--- config.mk ---
export PLATFORM = sky130hd
export DESIGN_NAME = sent_tx_frame_gen_flat
export DESIGN_NICKNAME = d
export VERILOG_FILES = /design/src/rtl/sent_tx_if.sv /design/src/rtl/sent_tx_frame_gen.sv /design/src/flat_wrapper.sv
export SDC_FILE = /design/constraint.sdc
export NUM_CORES = 1
export LEC_CHECK = 0
export BUFFER_PORTS_ARGS = -buffer_cell sky130_fd_sc_hd__clkbuf_2
export CAP_MARGIN = 20
export CORE_ASPECT_RATIO = 0.9
export CORE_MARGIN = 10
export CORE_UTILIZATION = 43
export CTS_BUF_LIST = sky130_fd_sc_hd__clkbuf_16
export DETAILED_ROUTE_END_ITERATION = 10
export GPL_ROUTABILITY_DRIVEN = 0
export MAX_ROUTING_LAYER = met4
export PLACE_DENSITY = 0.74
export SLEW_MARGIN = 40
export SYNTH_ARGS = -nofsm -noshare
export SYNTH_HDL_FRONTEND = slang
export SYNTH_SLANG_ARGS = --single-unit
--- constraint.sdc ---
create_clock -name clk_tx -period 8.4 [get_ports clk_tx]
set_input_delay 0.84 -clock clk_tx [delete_from_list [all_inputs] [get_ports clk_tx]]
set_output_delay 0.84 -clock clk_tx [all_outputs]
set_load 0.01 [all_outputs]
--- src/rtl/sent_tx_if.sv ---
// SENT transmitter frame/line bundle: frame offer handshake, payload and line-side status.
// master = frame source, slave = sent_tx_frame_gen.
interface sent_tx_if #(
    parameter int NUM_NIBBLES = 6
);
    logic                     enable;
    logic                     frame_valid;
    logic                     frame_ready;
    logic [3:0]               status_nib;
    logic [4*NUM_NIBBLES-1:0] frame_data;
    logic                     data_pulse;
    logic                     busy;
    logic                     frame_done;

    modport master (
        output enable, frame_valid, status_nib, frame_data,
        input  frame_ready, data_pulse, busy, frame_done
    );

    modport slave (
        input  enable, frame_valid, status_nib, frame_data,
        output frame_ready, data_pulse, busy, frame_done
    );
endinterface

--- src/rtl/sent_tx_frame_gen.sv ---
// SENT (SAE J2716) frame generator: sync, status, data nibbles, CRC4, optional pause.
// Define SENT_TX_PAUSE_EN to append the pause pulse after the CRC nibble.
//
// state  | meaning
// IDLE   | line high, waiting for an accepted frame
// SYNC   | 56-tick calibration pulse
// STATUS | status/communication nibble pulse
// DATA   | data nibble pulses, most significant first
// CRC    | CRC4 nibble pulse
// PAUSE  | PAUSE_TICKS pulse (SENT_TX_PAUSE_EN builds only)
module sent_tx_frame_gen #(
    parameter int NUM_NIBBLES = 6,
    parameter int TICK_DIV    = 4,
    parameter int LOW_TICKS   = 5,
    parameter int PAUSE_TICKS = 20
) (
    input  logic      clk_tx,
    input  logic      reset_tx,
    sent_tx_if.slave  bus
);
    localparam int DW = 4 * NUM_NIBBLES;
    localparam int TW = (TICK_DIV > 1) ? $clog2(TICK_DIV) : 1;
    localparam int NW = (NUM_NIBBLES > 1) ? $clog2(NUM_NIBBLES) : 1;
    localparam int PW = 10;

    if (NUM_NIBBLES < 1 || NUM_NIBBLES > 6) begin : g_bad_nibbles
        $error("NUM_NIBBLES out of range 1..6");
    end
    if (TICK_DIV < 1 || TICK_DIV > 1023) begin : g_bad_div
        $error("TICK_DIV out of range 1..1023");
    end
    if (LOW_TICKS < 4 || LOW_TICKS > 11) begin : g_bad_low
        $error("LOW_TICKS out of range 4..11");
    end
    if (PAUSE_TICKS < 12 || PAUSE_TICKS > 768) begin : g_bad_pause
        $error("PAUSE_TICKS out of range 12..768");
    end

    typedef enum logic [2:0] {
        S_IDLE, S_SYNC, S_STATUS, S_DATA, S_CRC
`ifdef SENT_TX_PAUSE_EN
        , S_PAUSE
`endif
    } state_t;

    state_t          state, state_nx;
    logic [TW-1:0]   tick_cnt;
    logic [PW-1:0]   pulse_cnt, pulse_cnt_nx, pulse_len;
    logic [NW-1:0]   nib_idx;
    logic [DW-1:0]   data_q;
    logic [3:0]      status_q;
    logic [3:0]      crc_q;
    logic            tick, pulse_end, accept, dp_nx;

    // Multiply by x^4 modulo x^4+x^3+x^2+1, i.e. one table step of the J2716 CRC.
    function automatic logic [3:0] crc_mulx4(input logic [3:0] c);
        logic [3:0] r;
        r = c;
        for (int b = 0; b < 4; b++) begin
            r = r[3] ? ({r[2:0], 1'b0} ^ 4'hD) : {r[2:0], 1'b0};
        end
        return r;
    endfunction

    function automatic logic [3:0] crc_of(input logic [DW-1:0] d);
        logic [3:0] c;
        c = 4'h5;
        for (int k = NUM_NIBBLES - 1; k >= 0; k--) begin
            c = crc_mulx4(c) ^ d[4*k +: 4];
        end
        return crc_mulx4(c);
    endfunction

    assign accept    = bus.frame_valid & bus.frame_ready;
    assign tick      = (state != S_IDLE) && (tick_cnt == TW'(TICK_DIV - 1));
    assign pulse_end = tick && (pulse_cnt == pulse_len - PW'(1));

    always_comb begin
        pulse_len = PW'(56);
        case (state)
            S_STATUS: pulse_len = PW'(12) + PW'(status_q);
            S_DATA:   pulse_len = PW'(12) + PW'(data_q[DW-1 -: 4]);
            S_CRC:    pulse_len = PW'(12) + PW'(crc_q);
`ifdef SENT_TX_PAUSE_EN
            S_PAUSE:  pulse_len = PW'(PAUSE_TICKS);
`endif
            default:  pulse_len = PW'(56);
        endcase
    end

    always_ff @(posedge clk_tx) begin
        if (reset_tx) state <= S_IDLE;
        else          state <= state_nx;
    end

    always_comb begin
        state_nx = state;
        case (state)
            S_IDLE:   if (accept) state_nx = S_SYNC;
            S_SYNC:   if (pulse_end) state_nx = S_STATUS;
            S_STATUS: if (pulse_end) state_nx = S_DATA;
            S_DATA:   if (pulse_end && nib_idx == NW'(NUM_NIBBLES - 1)) state_nx = S_CRC;
`ifdef SENT_TX_PAUSE_EN
            S_CRC:    if (pulse_end) state_nx = S_PAUSE;
            S_PAUSE:  if (pulse_end) state_nx = S_IDLE;
`else
            S_CRC:    if (pulse_end) state_nx = S_IDLE;
`endif
            default:  state_nx = S_IDLE;
        endcase

        pulse_cnt_nx = pulse_cnt;
        if (state == S_IDLE)  pulse_cnt_nx = '0;
        else if (pulse_end)   pulse_cnt_nx = '0;
        else if (tick)        pulse_cnt_nx = pulse_cnt + PW'(1);
    end

    always_comb begin
        bus.frame_ready = (state == S_IDLE) & bus.enable & ~reset_tx;
        bus.busy        = (state != S_IDLE);
`ifdef SENT_TX_PAUSE_EN
        bus.frame_done  = pulse_end & (state == S_PAUSE) & ~reset_tx;
`else
        bus.frame_done  = pulse_end & (state == S_CRC) & ~reset_tx;
`endif
        // Line level for the next cycle: low during the first LOW_TICKS ticks of each pulse.
        dp_nx = !((state_nx != S_IDLE) && (pulse_cnt_nx < PW'(LOW_TICKS)));
    end

    always_ff @(posedge clk_tx) begin
        if (reset_tx) begin
            tick_cnt       <= '0;
            pulse_cnt      <= '0;
            nib_idx        <= '0;
            data_q         <= '0;
            status_q       <= '0;
            crc_q          <= 4'h5;
            bus.data_pulse <= 1'b1;
        end else begin
            bus.data_pulse <= dp_nx;
            pulse_cnt      <= pulse_cnt_nx;

            if (state == S_IDLE || tick) tick_cnt <= '0;
            else                         tick_cnt <= tick_cnt + TW'(1);

            if (state == S_IDLE)                   nib_idx <= '0;
            else if (state == S_DATA && pulse_end) nib_idx <= nib_idx + NW'(1);

            if (accept) begin
                data_q   <= bus.frame_data;
                status_q <= bus.status_nib;
                crc_q    <= crc_of(bus.frame_data);
            end else if (state == S_DATA && pulse_end) begin
                data_q   <= data_q << 4;
            end
        end
    end
endmodule

--- src/flat_wrapper.sv ---
// flat-port wrapper written by rule: the top's interface ports become plain ports
module sent_tx_frame_gen_flat 
#(
    parameter int NUM_NIBBLES = 6,
    parameter int TICK_DIV    = 4,
    parameter int LOW_TICKS   = 5,
    parameter int PAUSE_TICKS = 20
)
  (clk_tx, reset_tx, bus_enable, bus_frame_valid, bus_status_nib, bus_frame_data, bus_frame_ready, bus_data_pulse, bus_busy, bus_frame_done);
  sent_tx_if #(.NUM_NIBBLES(NUM_NIBBLES)) bus_i ();
  input  logic clk_tx;
  input  logic reset_tx;
  input wire logic [$bits(bus_i.enable)-1:0] bus_enable;
  input wire logic [$bits(bus_i.frame_valid)-1:0] bus_frame_valid;
  input wire logic [$bits(bus_i.status_nib)-1:0] bus_status_nib;
  input wire logic [$bits(bus_i.frame_data)-1:0] bus_frame_data;
  output wire logic [$bits(bus_i.frame_ready)-1:0] bus_frame_ready;
  output wire logic [$bits(bus_i.data_pulse)-1:0] bus_data_pulse;
  output wire logic [$bits(bus_i.busy)-1:0] bus_busy;
  output wire logic [$bits(bus_i.frame_done)-1:0] bus_frame_done;
  assign bus_i.enable = bus_enable;
  assign bus_i.frame_valid = bus_frame_valid;
  assign bus_i.status_nib = bus_status_nib;
  assign bus_i.frame_data = bus_frame_data;
  assign bus_frame_ready = bus_i.frame_ready;
  assign bus_data_pulse = bus_i.data_pulse;
  assign bus_busy = bus_i.busy;
  assign bus_frame_done = bus_i.frame_done;
  sent_tx_frame_gen #(.NUM_NIBBLES(NUM_NIBBLES), .TICK_DIV(TICK_DIV), .LOW_TICKS(LOW_TICKS), .PAUSE_TICKS(PAUSE_TICKS)) u_core (.clk_tx(clk_tx), .reset_tx(reset_tx), .bus(bus_i));
endmodule
==> summary.md <==
| Metric | Value |
|---|---|
| Status | `finished, final reports clean` |
| Initial antenna violation count | `0` |
| Pwr dens | `179.2 nW/um^2` |
| CP max stage delay | `0.82 ns` |
| Layout cells sized above 1 | `12.43%` |
| Synth Cell Area | `3080 um^2` |
| Post-synth EDFFs | `0` |
| I/O Buffers | `35` |
| Fill cells | `665` |
| GRT Overall Usage | `13.61%` |
| I/O Pins | `36` |
| Crit share post-route | `67.02%` |
| Antenna Nets Post-Route | `0` |
| Setup Viol. Count Final | `0` |
| Crit path cell chain | `mux2_2 > a22oi_1 > ha_1 > nand2_1 > or3_1 > ha_1 > xnor2_1 > o211ai_1 > a2111o_1 > or3b_1 > and4bb_1 > nand2_1 > nor3_1 > clkbuf_2` |
| Number of CTS-inserted buffers | `5` |
| Slew Viols, Final | `0` |
| Leakage | `1.423 nW` |
| IR drop worst, VDD | `0.1045 mV` |
| Min Clock Period, post-route | `5.630 ns` |
| Final #Nets | `416` |
| Top_reg_cell synth | `dfxtp_1` |
| Syn_area_per_cell | `8.557 um^2` |
| Worst R2R End | `u_core.nib_idx[2]` |
| Worst-path clk slew | `0.06 ns` |
| CP Class | `reg2out` |
| # DRC | `0` |
| Die X | `109.2 um` |
| Starting Density | `43.99%` |
| Vias in the first global route | `2498` |
| CTS root buf | `clkbuf_16` |
| Cell family with most CP delay | `simple AND/OR/NAND/NOR gates` |
| Fin Setup TNS | `0 ns` |
| Via density | `5.490` |
| First-pass GRT wire length | `12080 um` |
| Startpoint types | `flip-flop` |
| Bufs on Longest Clock Path | `2` |
| Clock sink count | `51` |
| Hold_sp | `u_core.tick_cnt[0]` |
| Slew margin rel. | `48.98%` |
| WP buf/inv | `1` |
| Vias | `2586` |
| Final-report hold violation count | `0` |
| Slowest cell on crit path | `dfxtp_1` |
| Cell count after synthesis | `360` |
| Worst Clk Skew | `0.003927 ns` |
| Total of max-cap violations | `0` |
| Final instance area | `3443 um^2` |
| Worst R2R Path Depth | `14` |
| DR WL/cell | `15.15 um` |
| CP endpoint kind | `output port` |
| Hold depth | `1` |
| Post-cts resize count | `0` |
| Dpl hpwl | `5176 um` |
| Reg2reg start | `u_core.state[0]` |
| Req. time, crit path | `7.56 ns` |
| Cell area after placement | `3254 um^2` |
| Initial DRC Count | `163` |
| Hold Buf Count CTS | `0` |
| Core area | `7003 um^2` |
| RSZ-0062 raised after global routing | `no` |
| Yosys cell types | `48` |
| Post-synthesis async set-or-reset flop share | `0%` |
| Hold Path Class | `reg2reg` |
| Fmax | `177.6 MHz` |
| GR Overflow Total | `0` |
| CP Max Fanout | `21` |
| CP arrival | `4.79 ns` |
| Die Span Y | `100.3 um` |
| Routed Wire Length | `7136 um` |
| Worst Tran Pin Value | `0.7642 ns` |
| Antenna cells | `0` |
| CTS tree | `yes` |
| Synthesized flop and latch total | `51` |
| Post-synthesis sequential area ratio | `33.14%` |
| Clock latency on the worst-skew pair | `0.29 ns` |
| DIE AREA | `10950 um^2` |
| Area growth, synth to finish | `11.78%` |
| Postcts setup bufs | `0` |
| Row cnt | `29` |
| Sink of the worst hold path | `u_core.tick_cnt[0]` |
| Synth warn | `0` |
| Reg2Reg Setup Slack | `3.17 ns` |
| H-tree Lvls | `2` |
| Post-synth net total | `399` |
| Largest net degree at the start of global routing | `57` |
| Drt pass-1 iters | `5` |
-- worst max path at each step --
stage                          startpoint  depth (start not counted)                 to
final                     u_core.state[0]                         14     bus_frame_done
after global routing      u_core.state[0]                         14     bus_frame_done
after CTS                 u_core.state[0]                         14     bus_frame_done
after detailed placement  u_core.state[0]                         14     bus_frame_done
after global placement    u_core.state[0]                         14  u_core.nib_idx[2]
after floorplan           u_core.state[1]                         17     bus_frame_done
-- through the flow --
| step | hold WS (ns) | std cells | power [mW] | utilization, % | worst slack [ns] |
|---|---|---|---|---|---|
| after floorplan | 0.4043 | 360 | 0.3412 | - | 3.898 |
| after global placement | 0.4115 | 463 | 0.3640 | 46.35 | 3.041 |
| after detailed placement | 0.4267 | 463 | 0.3664 | 46.47 | 3.231 |
| after CTS | 0.4360 | 471 | 0.6244 | 49.17 | 2.810 |
| after global routing | 0.4575 | 471 | 0.6465 | 49.17 | 2.516 |
| final | 0.4308 | 471 | 0.6170 | 49.17 | 2.770 |
-- layout make-up --
cell class	instances	area (um^2)	share of cell area, %
inverter	7	26.28	0.7631
tap	93	116.4	3.379
sequential	51	1021	29.65
clock buffer	5	125.1	3.634
timing repair buffer	36	182.7	5.305
multi-input combinational	276	1908	55.41
clock inverter	3	63.81	1.853
-- layout by cell type, fill, tap and decap left out, drive strengths merged, types with 3 or more instances in the layout --
master and n:
nand4 7, o31ai 4, mux2i 25, nand2 27
xnor2 31, nand3 8, or3 3, nand2b 4
xor2 15, a21oi 13, o211ai 3, ha 7
nor3 4, nand3b 8, and3 3, clkbuf 39
a211oi 25, nor3b 4, and2 4, o21ai 13
nor2 41, dfxtp 51, inv 8
-- logic make-up after synthesis --
| family | count (synthesis) | synth area share [%] |
|---|---|---|
| multiplexers | 27 | 8.855 |
| AND/OR/NAND/NOR | 125 | 21.28 |
| flip-flops | 51 | 33.14 |
| AO/OA/AOI/OAI | 71 | 15.60 |
| buffers and inverters | 33 | 5.199 |
| XOR/XNOR | 46 | 13.08 |
| adder cells (fa/ha/maj) | 7 | 2.843 |
-- where the power goes --
group	total [mW]	internal, mW	switching, mW
Clock	0.256	0.170	0.0865
Sequential	0.263	0.253	0.00965
Combinational	0.0983	0.0489	0.0493
Total	0.617	0.472	0.145
-- cell usage after synthesis (all sizes together), types with 3 or more instances --
cell	count	area, um^2
or3	3	18.77
nand3b	8	60.06
xnor2	31	271.5
and2	4	25.02
inv	7	26.28
a21oi	13	65.06
mux2i	25	250.2
clkbuf	17	65.06
o31ai	4	30.03
nand2	27	101.4
xor2	15	131.4
nor3	4	20.02
and3	3	18.77
a211oi	25	187.7
nand3	8	40.04
o21ai	13	65.06
o211ai	3	22.52
dfxtp	51	1021
buf	9	68.81
ha	7	87.58
nand2b	4	25.02
nor3b	4	41.29
nand4	7	50.05
nor2	41	153.9
-- per-layer routing --
metal | share of wire (%) | wire, um | GRT usage (%) | vias up
met5 | 0 | 0 | - | -
met4 | 0.71 | 51 | 2.100 | 0
met3 | 5.1 | 363 | 2.755 | 6
met2 | 45 | 3239 | 20.93 | 71
met1 | 49 | 3482 | 18.32 | 1202
li1 | - | - | - | 1307
-- state kept, by name (all words and copies together), names as in the netlist --
signal / flops
u_core.state: 3
u_core.bus.data_pulse: 1
u_core.status_q: 4
u_core.crc_q: 4
u_core.nib_idx: 3
u_core.data_q: 24
u_core.pulse_cnt: 10
u_core.tick_cnt: 2
(Power assumes the default switching activity.)
